### src/rtl/uart_pkg.sv
// uart_pkg: types and constants shared by the UART transmit and receive paths.
//   uart_state_e - transmit frame sequencer states
//   PAR_*        - encoding of the PARITY parameter
package uart_pkg;

  typedef enum logic [2:0] {
    ST_IDLE,
    ST_FETCH,
    ST_START,
    ST_DATA,
    ST_PARITY,
    ST_STOP
  } uart_state_e;

  localparam int PAR_NONE = 0;
  localparam int PAR_EVEN = 1;
  localparam int PAR_ODD  = 2;

endpackage

### src/rtl/uart_baud_counter.sv
// uart_baud_counter: bit-period timer for the UART serializer.
//   clk      - system clock
//   rst      - asynchronous active-low reset
//   load     - capture div_in as the bit period for the coming frame
//   div_in   - clocks per bit (already clamped to >= 2 by the caller)
//   restart  - zero the count (issued on every state change)
//   bit_end  - one-cycle strobe in the last clock of each bit period
module uart_baud_counter #(
  parameter int DIV_WIDTH = 16
) (
  input  logic                 clk,
  input  logic                 rst,
  input  logic                 load,
  input  logic [DIV_WIDTH-1:0] div_in,
  input  logic                 restart,
  output logic                 bit_end
);

  logic [DIV_WIDTH-1:0] div_q;
  logic [DIV_WIDTH-1:0] cnt_q;

  always_ff @(posedge clk or negedge rst) begin
    if (!rst) begin
      div_q <= '0;
      cnt_q <= '0;
    end else begin
      if (load) div_q <= div_in;
      // wrap at the terminal count so consecutive bits of one state need no restart
      if (restart || bit_end) cnt_q <= '0;
      else                    cnt_q <= cnt_q + DIV_WIDTH'(1);
    end
  end

  assign bit_end = (cnt_q == div_q - DIV_WIDTH'(1));

endmodule

### src/rtl/uart_tx_serializer.sv
// uart_tx_serializer: pops words from the transmit FIFO and sends them as
// asynchronous frames (start, LSB-first data, optional parity, 1-2 stop bits).
//   clk        - system clock
//   rst        - asynchronous active-low reset
//   enable     - permits starting a new frame
//   baud_div   - clocks per bit (0 and 1 are treated as 2)
//   fifo_empty - FIFO empty flag
//   fifo_rd    - FIFO pop strobe, high only in FETCH
//   fifo_dout  - FIFO read data, valid during FETCH
//   tx         - registered serial line, idles high
//   busy       - high in every state except IDLE
//   done       - one-cycle pulse in the last cycle of the frame
//
// state     | meaning
// ----------+------------------------------------------------------
// ST_IDLE   | line high, waiting for enable and a non-empty FIFO
// ST_FETCH  | one-cycle pop; word and bit period latched at its end
// ST_START  | start bit (low)
// ST_DATA   | data bits, LSB first
// ST_PARITY | parity bit (only when PARITY != PAR_NONE)
// ST_STOP   | STOP_BITS stop bits (high); done on the last cycle
module uart_tx_serializer
  import uart_pkg::*;
#(
  parameter int DATA_WIDTH = 8,
  parameter int DIV_WIDTH  = 16,
  parameter int PARITY     = 0,
  parameter int STOP_BITS  = 1
) (
  input  logic                  clk,
  input  logic                  rst,
  input  logic                  enable,
  input  logic [DIV_WIDTH-1:0]  baud_div,
  input  logic                  fifo_empty,
  output logic                  fifo_rd,
  input  logic [DATA_WIDTH-1:0] fifo_dout,
  output logic                  tx,
  output logic                  busy,
  output logic                  done
);

  localparam int IDX_W = $clog2(DATA_WIDTH + 1);
  localparam logic [IDX_W-1:0] DATA_LAST = IDX_W'(DATA_WIDTH - 1);
  localparam logic [IDX_W-1:0] STOP_LAST = IDX_W'(STOP_BITS - 1);

  uart_state_e           state_q, state_d;
  logic [DATA_WIDTH-1:0] shreg_q, shreg_d;
  logic [IDX_W-1:0]      idx_q, idx_d;
  logic                  par_q, par_d;
  logic                  tx_q, tx_d;
  logic                  done_c;
  logic                  bit_end;
  logic [DIV_WIDTH-1:0]  div_eff;

  assign div_eff = (baud_div < DIV_WIDTH'(2)) ? DIV_WIDTH'(2) : baud_div;

  uart_baud_counter #(
    .DIV_WIDTH(DIV_WIDTH)
  ) u_baud (
    .clk     (clk),
    .rst     (rst),
    .load    (state_q == ST_FETCH),
    .div_in  (div_eff),
    .restart (state_d != state_q),
    .bit_end (bit_end)
  );

  always_comb begin
    state_d = state_q;
    shreg_d = shreg_q;
    idx_d   = idx_q;
    par_d   = par_q;
    done_c  = 1'b0;
    case (state_q)
      ST_IDLE: begin
        if (enable && !fifo_empty) state_d = ST_FETCH;
      end
      ST_FETCH: begin
        shreg_d = fifo_dout;
        idx_d   = '0;
        par_d   = 1'b0;
        state_d = ST_START;
      end
      ST_START: begin
        if (bit_end) state_d = ST_DATA;
      end
      ST_DATA: begin
        if (bit_end) begin
          par_d   = par_q ^ shreg_q[0];
          shreg_d = shreg_q >> 1;
          if (idx_q == DATA_LAST) begin
            idx_d   = '0;
            state_d = (PARITY != PAR_NONE) ? ST_PARITY : ST_STOP;
          end else begin
            idx_d = idx_q + IDX_W'(1);
          end
        end
      end
      ST_PARITY: begin
        if (bit_end) state_d = ST_STOP;
      end
      ST_STOP: begin
        if (bit_end) begin
          if (idx_q == STOP_LAST) begin
            done_c  = 1'b1;
            state_d = ST_IDLE;
          end else begin
            idx_d = idx_q + IDX_W'(1);
          end
        end
      end
      default: state_d = ST_IDLE;
    endcase

    // line level follows the state being entered so tx and state move together
    case (state_d)
      ST_START:  tx_d = 1'b0;
      ST_DATA:   tx_d = shreg_d[0];
      ST_PARITY: tx_d = (PARITY == PAR_ODD) ? ~par_d : par_d;
      default:   tx_d = 1'b1;
    endcase
  end

  always_ff @(posedge clk or negedge rst) begin
    if (!rst) begin
      state_q <= ST_IDLE;
      shreg_q <= '0;
      idx_q   <= '0;
      par_q   <= 1'b0;
      tx_q    <= 1'b1;
    end else begin
      state_q <= state_d;
      shreg_q <= shreg_d;
      idx_q   <= idx_d;
      par_q   <= par_d;
      tx_q    <= tx_d;
    end
  end

  assign fifo_rd = (state_q == ST_FETCH);
  assign busy    = (state_q != ST_IDLE);
  assign done    = done_c;
  assign tx      = tx_q;

endmodule
### config.mk
export PLATFORM = sky130hd
export DESIGN_NAME = uart_tx_serializer
export DESIGN_NICKNAME = d
export VERILOG_FILES = /design/src/rtl/uart_pkg.sv /design/src/rtl/uart_baud_counter.sv /design/src/rtl/uart_tx_serializer.sv
export SDC_FILE = /design/constraint.sdc
export NUM_CORES = 1
export LEC_CHECK = 0
export CAP_MARGIN = 20
export CORE_MARGIN = 8
export CORE_UTILIZATION = 30
export DETAILED_ROUTE_END_ITERATION = 8
export GPL_TIMING_DRIVEN = 1
export PLACE_DENSITY_LB_ADDON = 0.3
export SLEW_MARGIN = 20
export SYNTH_ARGS = -nofsm -noshare
export SYNTH_HDL_FRONTEND = slang
export SYNTH_SLANG_ARGS = --single-unit
export TNS_END_PERCENT = 100
### constraint.sdc
create_clock -name clk -period 3.9 [get_ports clk]
set_input_delay 0.78 -clock clk [delete_from_list [all_inputs] [get_ports clk]]
set_output_delay 0.78 -clock clk [all_outputs]
set_load 0.005 [all_outputs]
# [Yosys cells after proc, flatten, opt, wreduce, memory -nomap -nowiden]
# Index checks and enable logic that the tools add are counted.
[op_classes] add_sub_neg=3 order_cmp=1 n_eq_ne=14 muxes=23 bitwise=1 reduce_logical=10
[ops] operator="$mux 16" count=2
[ops] operator="$mux 3" count=7
[ops] operator="$pmux 3 s6" count=1
[ops] operator="$add 16x1->16 const B" count=1
[ops] operator="$eq 16x16->1" count=1
[ops] operator="$lt 16x2->1 const B" count=1
[ops] operator="$mux 4" count=4
[ops] operator="$pmux 8 s2" count=1
[ops] operator="$sub 16x1->16 const B" count=1
[ops] operator="$eq 3x2->1 const B" count=4
[ops] operator="$pmux 4 s3" count=1
[ops] operator="$eq 3x3->1 const B" count=3
[ops] operator="$mux 8" count=1
[ops] operator="$reduce_bool 3->1" count=2
[ops] operator="$add 4x1->4 const B" count=1
[ops] operator="$eq 4x3->1 const B" count=1
[ops] operator="$logic_not 4->1" count=1
[ops] operator="$mux 1" count=4
[ops] operator="$ne 2x1->1 const B" count=2
[ops] operator="$reduce_and 4->1" count=1
[ops] operator="$eq 3x1->1 const B" count=1
[ops] operator="$logic_not 3->1" count=1
[ops] operator="$ne 3x3->1" count=1
[ops] operator="$pmux 1 s3" count=1
[ops] operator="other kinds (8)" count=8
[word_totals] regBits=49 output_inout_bits=4 word_cells=60

# [Logic depth before layout (Yosys ltp)]
[depth] depth_word=7 mapped_depth=12

# [Hierarchy]
# From an unflattened synthesis, not the netlist that was laid out.
[hier_totals] hier_cells=329 hier_area_um2=3159.3
[by_module_without_submodules] module="uart_baud_counter" instances=1 cells_each=191 area_per_inst_um2=1979.4 seq_area_each_um2=800.8
[by_module_without_submodules] module="uart_tx_serializer" instances=1 cells_each=138 area_per_inst_um2=1179.9 seq_area_each_um2=426.7

# [Worst setup path after synthesis]
# Ideal clock, no wire load.
[synth_timing] path_kind="register -> output" start="register u_baud.div_q[0]" end="output port done" t_arrival_ps=2415 t_required_ps=3120 setup_slack_ps=705 stages_incl_launch_ff=11 cell_sequence="dfrtp_1 -> inv_1 -> ha_1 -> clkbuf_1 -> nor3b_1 -> nand2_1 -> mux2i_1 -> nor4b_2 -> nand4_2 -> buf_4 -> nor2_1"
[synth_via] elab_chain_cells=4
[synth_rtl] item="start: declaration" line="uart_baud_counter.sv:19" rtl="logic [DIV_WIDTH-1:0] div_q;"
[synth_rtl] item="start signal: assignment" line="uart_baud_counter.sv:27" rtl="if (load) div_q <= div_in;"
[synth_rtl] item="$sub 16x1->16" line="uart_baud_counter.sv:34" rtl="assign bit_end = (cnt_q == div_q - DIV_WIDTH'(1));"
[synth_rtl] item="$eq 16x16->1" line="uart_baud_counter.sv:34"
[synth_rtl] item="$mux 1" line="uart_tx_serializer.sv:103" rtl="if (bit_end) begin"
[synth_rtl] item="$mux 1" line="uart_tx_serializer.sv:74" rtl="case (state_q)"
[synth_rtl] item="end: declaration" line="uart_tx_serializer.sv:39" rtl="output logic done"
# No other way between the ends.

# [Final worst setup path]
# Same ends and word-level chain as after synthesis.

==> impl_metrics.csv <==
group,metric,value,unit
sta,skew,7.70,ps
grt,busiest_layer,"met2",
floorplanning,die-width,119,um
grt,met2_usage,19.4,%
placed_design,dp.cells,536,
setup_path,worstPathArrival,3010,ps
logic_synthesis,syn_area,3200,um2
pwr,pwr-share-comb,37.4,%
grt,grt_usage,11.6,%
logic_synthesis,ys_top_cells_by_area,"dfrtp_1 38%, nand2_1 7.6%, nor2_1 4.6%, xnor2_1 4.4%, xor2_1 3.8%",
final_layout,multi_input_area,1840,um2
pwr,ir_worst_vdd,184,uV
final_layout,fillCellCount,1038,
floorplanning,core,10300,um2
sta,setup_violations,0,
logic_synthesis,ys_ff_latch,49,
sta,finalCritPeriodShare,97.2,%
sta,slew-limit-headroom,52.2,%
final_layout,nets,442,
detailed_routing,ant_nets,0,
sta,finalCriticalPeriod,3790,ps
cts,htreeDepth,2,
logic_synthesis,synth_cell_types,64,
sta,finalMaxSlewViolations,0,
sta,setup-tns-final,0,ps
final_layout,drive_gt1_share,11.2,%
placed_design,io_buffers,31,
placed_design,hpwlAfterDp,6190,um
cts,cts_sinks,49,
placed_design,place.gp.congestion,0.862,
logic_synthesis,async_reset_ff_share,100,%
setup_path,r2r_end,"u_baud.cnt_q[6]$_DFF_PN0_",
grt,grt_pass1_vias,2728,
logic_synthesis,synth_edf_count,0,
detailed_routing,firstDrtPassIters,5,
pwr,p_clk_share,21.8,%
final_layout,area_delta_synth_final,19.9,%
setup_path,cp-endpoint,"done",
cts,clk-insertion-delay-late,310,ps
floorplanning,dieHeight,119,um
setup_path,setup.worst_path.start_class,"flop",
detailed_routing,viasPerCell,5.14,
logic_synthesis,synth_nets,415,
setup_path,setup.worst_path.start,"u_baud.div_q[0]$_DFFE_PN0P_",
detailed_routing,routed_wl,8370,um
final_layout,num_antenna_cells,0,
setup_path,slowest_stage,"clkdlybuf4s50_1",
setup_path,rrSetupSlack,620,ps
placed_design,preCtsSetupSlack,318,ps
min_path,hold_path.class,"in2async",
detailed_routing,routedWlPerCell,15.3,um
sta,setup_ws,108,ps
detailed_routing,drtIter0Drc,173,
logic_synthesis,synth_top_area_share,37.6,%
grt,grt_start_max_net_pins,30,
setup_path,path_class,"reg2out",
sta,worst_pin_slew,716,ps
flow_run,cap_violations,0,
cts,clk_path_buf_depth,2,
logic_synthesis,synth-main-ff-cell,"dfrtp_1",
grt,grt_first_pass_wirelength,13700,um
final_layout,stdcell_count,547,
grt,antenna_found_initial,0,
pwr,p_sw_share,38.6,%
floorplanning,die_area,14200,um2
setup_path,critical_path.cell_chain,"buf_4 > or2_2 > or4_1 > a21o_1 > a2111oi_4 > nand4_2 > nor2_1 > clkdlybuf4s50_1",
grt,grt.overflow.total,0,
pwr,switching_power,0.000794,W
grt,grt_util_met1,15.1,%
floorplanning,boundaryPins,32,
cts,cts_tree,"done",
floorplanning,rows,37,
detailed_routing,dr_total_vias,2812,
grt,gr-usage-met3,2.13,%
logic_synthesis,syn_area_per_cell,8.34,um2
cts,numCtsBuffers,5,
setup_path,crit_required,3120,ps
setup_path,worstPathMaxFanout,4,
pwr,cellInternalPower,0.00126,W
pwr,sequentialPowerShare,40.8,%
detailed_routing,drc_errors,0,
setup_path,max_stage_delay,510,ps
setup_path,endpoint_kind,"output pin",
floorplanning,initial_core_util,31.0,%
pwr,power.density,537,nW/um2
pwr,power,0.00206,W
logic_synthesis,yosysSeqAreaShare,38.4,%
sta,worst_hold_slack,419,ps
sta,hold_viol_final,0,
final_layout,register_area,1230,um2
logic_synthesis,synth_largest_area_cell,"dfrtp_1",
pwr,cellLeakagePower,1.60,nW
sta,max_freq,264,MHz
cts,clock-root-buffer,"clkbuf_8",
run_status,status,"finished, final reports clean",
logic_synthesis,yosys_warnings,0,
setup_path,r2r_start,"u_baud.div_q[0]$_DFFE_PN0P_",
logic_synthesis,synthCells,383,
cts,clkTransAtPathRegs,100,ps
setup_path,reg2regPathDepth,11,
## logic make-up (layout without fill, tap and decap cells)
logic type	count (synthesis)	in the layout	synth area share [%]
XOR/XNOR	30	30	8.22
adder cells (fa/ha/maj)	4	4	1.57
flip-flops	49	49	38.4
buffers and inverters	39	67	5.09
AO/OA/AOI/OAI	70	70	15.8
multiplexers	6	6	1.96
AND/OR/NAND/NOR	185	185	28.9
## per-layer routing
layer,part of all wire (%),wire length [um],up-vias
met5,0,0,-
met4,0.98,82,0
met3,4.0,331,10
met2,49,4100,62
met1,46,3860,1338
li1,-,-,1402
## worst min-delay path by stage
stage | cells past startpoint | end | start | slack, ps
after floorplan | 2 | u_baud.div_q[15]$_DFFE_PN0P_ | u_baud.div_q[15]$_DFFE_PN0P_ | 470
after global placement | 2 | u_baud.div_q[15]$_DFFE_PN0P_ | u_baud.div_q[15]$_DFFE_PN0P_ | 490
after detailed placement | 2 | u_baud.div_q[15]$_DFFE_PN0P_ | u_baud.div_q[15]$_DFFE_PN0P_ | 510
after CTS | 1 | u_baud.cnt_q[9]$_DFF_PN0_ | rst | 430
after global routing | 1 | u_baud.cnt_q[4]$_DFF_PN0_ | rst | 470
final | 1 | u_baud.cnt_q[9]$_DFF_PN0_ | rst | 420
## per-stage QoR
step	instance area [um2]	util, %
after floorplan	3200	-
after global placement	3630	35.2
after detailed placement	3630	35.2
after CTS	3770	36.6
after global routing	3830	37.1
final	3830	37.1
## critical path, delay by kind of cell, from the launching register on
kind | cells | cell delay, ps
DFF | 1 | 440
AOI/OAI and AO/OA | 2 | 520
buffers and inverters | 2 | 660
and+or+nand+nor | 4 | 1080
## placed cells by master (no fill, tap or decap), drive strengths merged, types with 3 or more instances in the layout
cell	count
xor2	14
or4	6
nand3	23
nor3	7
inv	18
mux2i	4
nor4	10
nor2	39
nor2b	3
nand2	65
o31ai	3
o21ai	12
nand2b	3
ha	4
dfrtp	48
xnor2	16
clkdlybuf4s50	30
clkbuf	5
or3	4
or2	3
nor3b	3
buf	12
and3	4
a21oi	13
nand4	6
o22ai	15
and2	4
## power groups by stage
| stage | sequential (W) | combinational (W) | clock [W] |
|---|---|---|---|
| CTS | 0.000838 | 0.000712 | 0.000457 |
| finish | 0.000840 | 0.000770 | 0.000448 |
| detailed placement | 0.000849 | 0.000705 | 0 |
| global route | 0.000867 | 0.000852 | 0.000476 |
| global placement | 0.000843 | 0.000702 | 0 |
| floorplan | 0.000741 | 0.000615 | 0 |
## area by class of cell
type                    count  area share [%]
flip-flops and latches     49            32.1
well taps                 136            4.44
clock buffers               5            1.80
inverters                  17            1.67
multi-input cells         295            48.1
repair buffers             42            10.1
clock inverters             3            1.80
## cells in the mapped netlist (2+ instances only)
library cell	number
nor3b_1	3
nor2_1	39
a211o_1	2
dfrtp_1	48
xnor2_1	16
or2_2	2
nand2_1	65
nor2b_1	3
or3b_2	2
xor2_1	14
o211a_1	2
o22ai_1	15
nand3_1	23
ha_1	4
and3_1	4
o21ai_0	11
mux2i_1	4
or4_1	5
nand2b_1	3
a2bb2oi_1	2
nor3_1	7
a21oi_1	12
nand4_1	5
nor4_1	8
a41oi_1	2
inv_1	17
a21o_1	2
and2_1	4
a31oi_1	2
o31ai_2	2
buf_2	4
or3_1	3
mux2_2	2
clkbuf_1	16
## flip-flops by register name, indices dropped and copies added, names as in the netlist
register and flops:
idx_q 4, u_baud.cnt_q 16, tx 1, par_q 1, u_baud.div_q 16, shreg_q 8
state_q 3
## repair_timing
action / CTS / global route
endpoints found under the setup margin: 1 / 1
hold buffers: 0 / 0
pin swaps: 0 / 4
gates resized for setup: 1 / 7
buffers inserted: 0 / 3
Note: power is estimated with default switching activity, not from simulation.
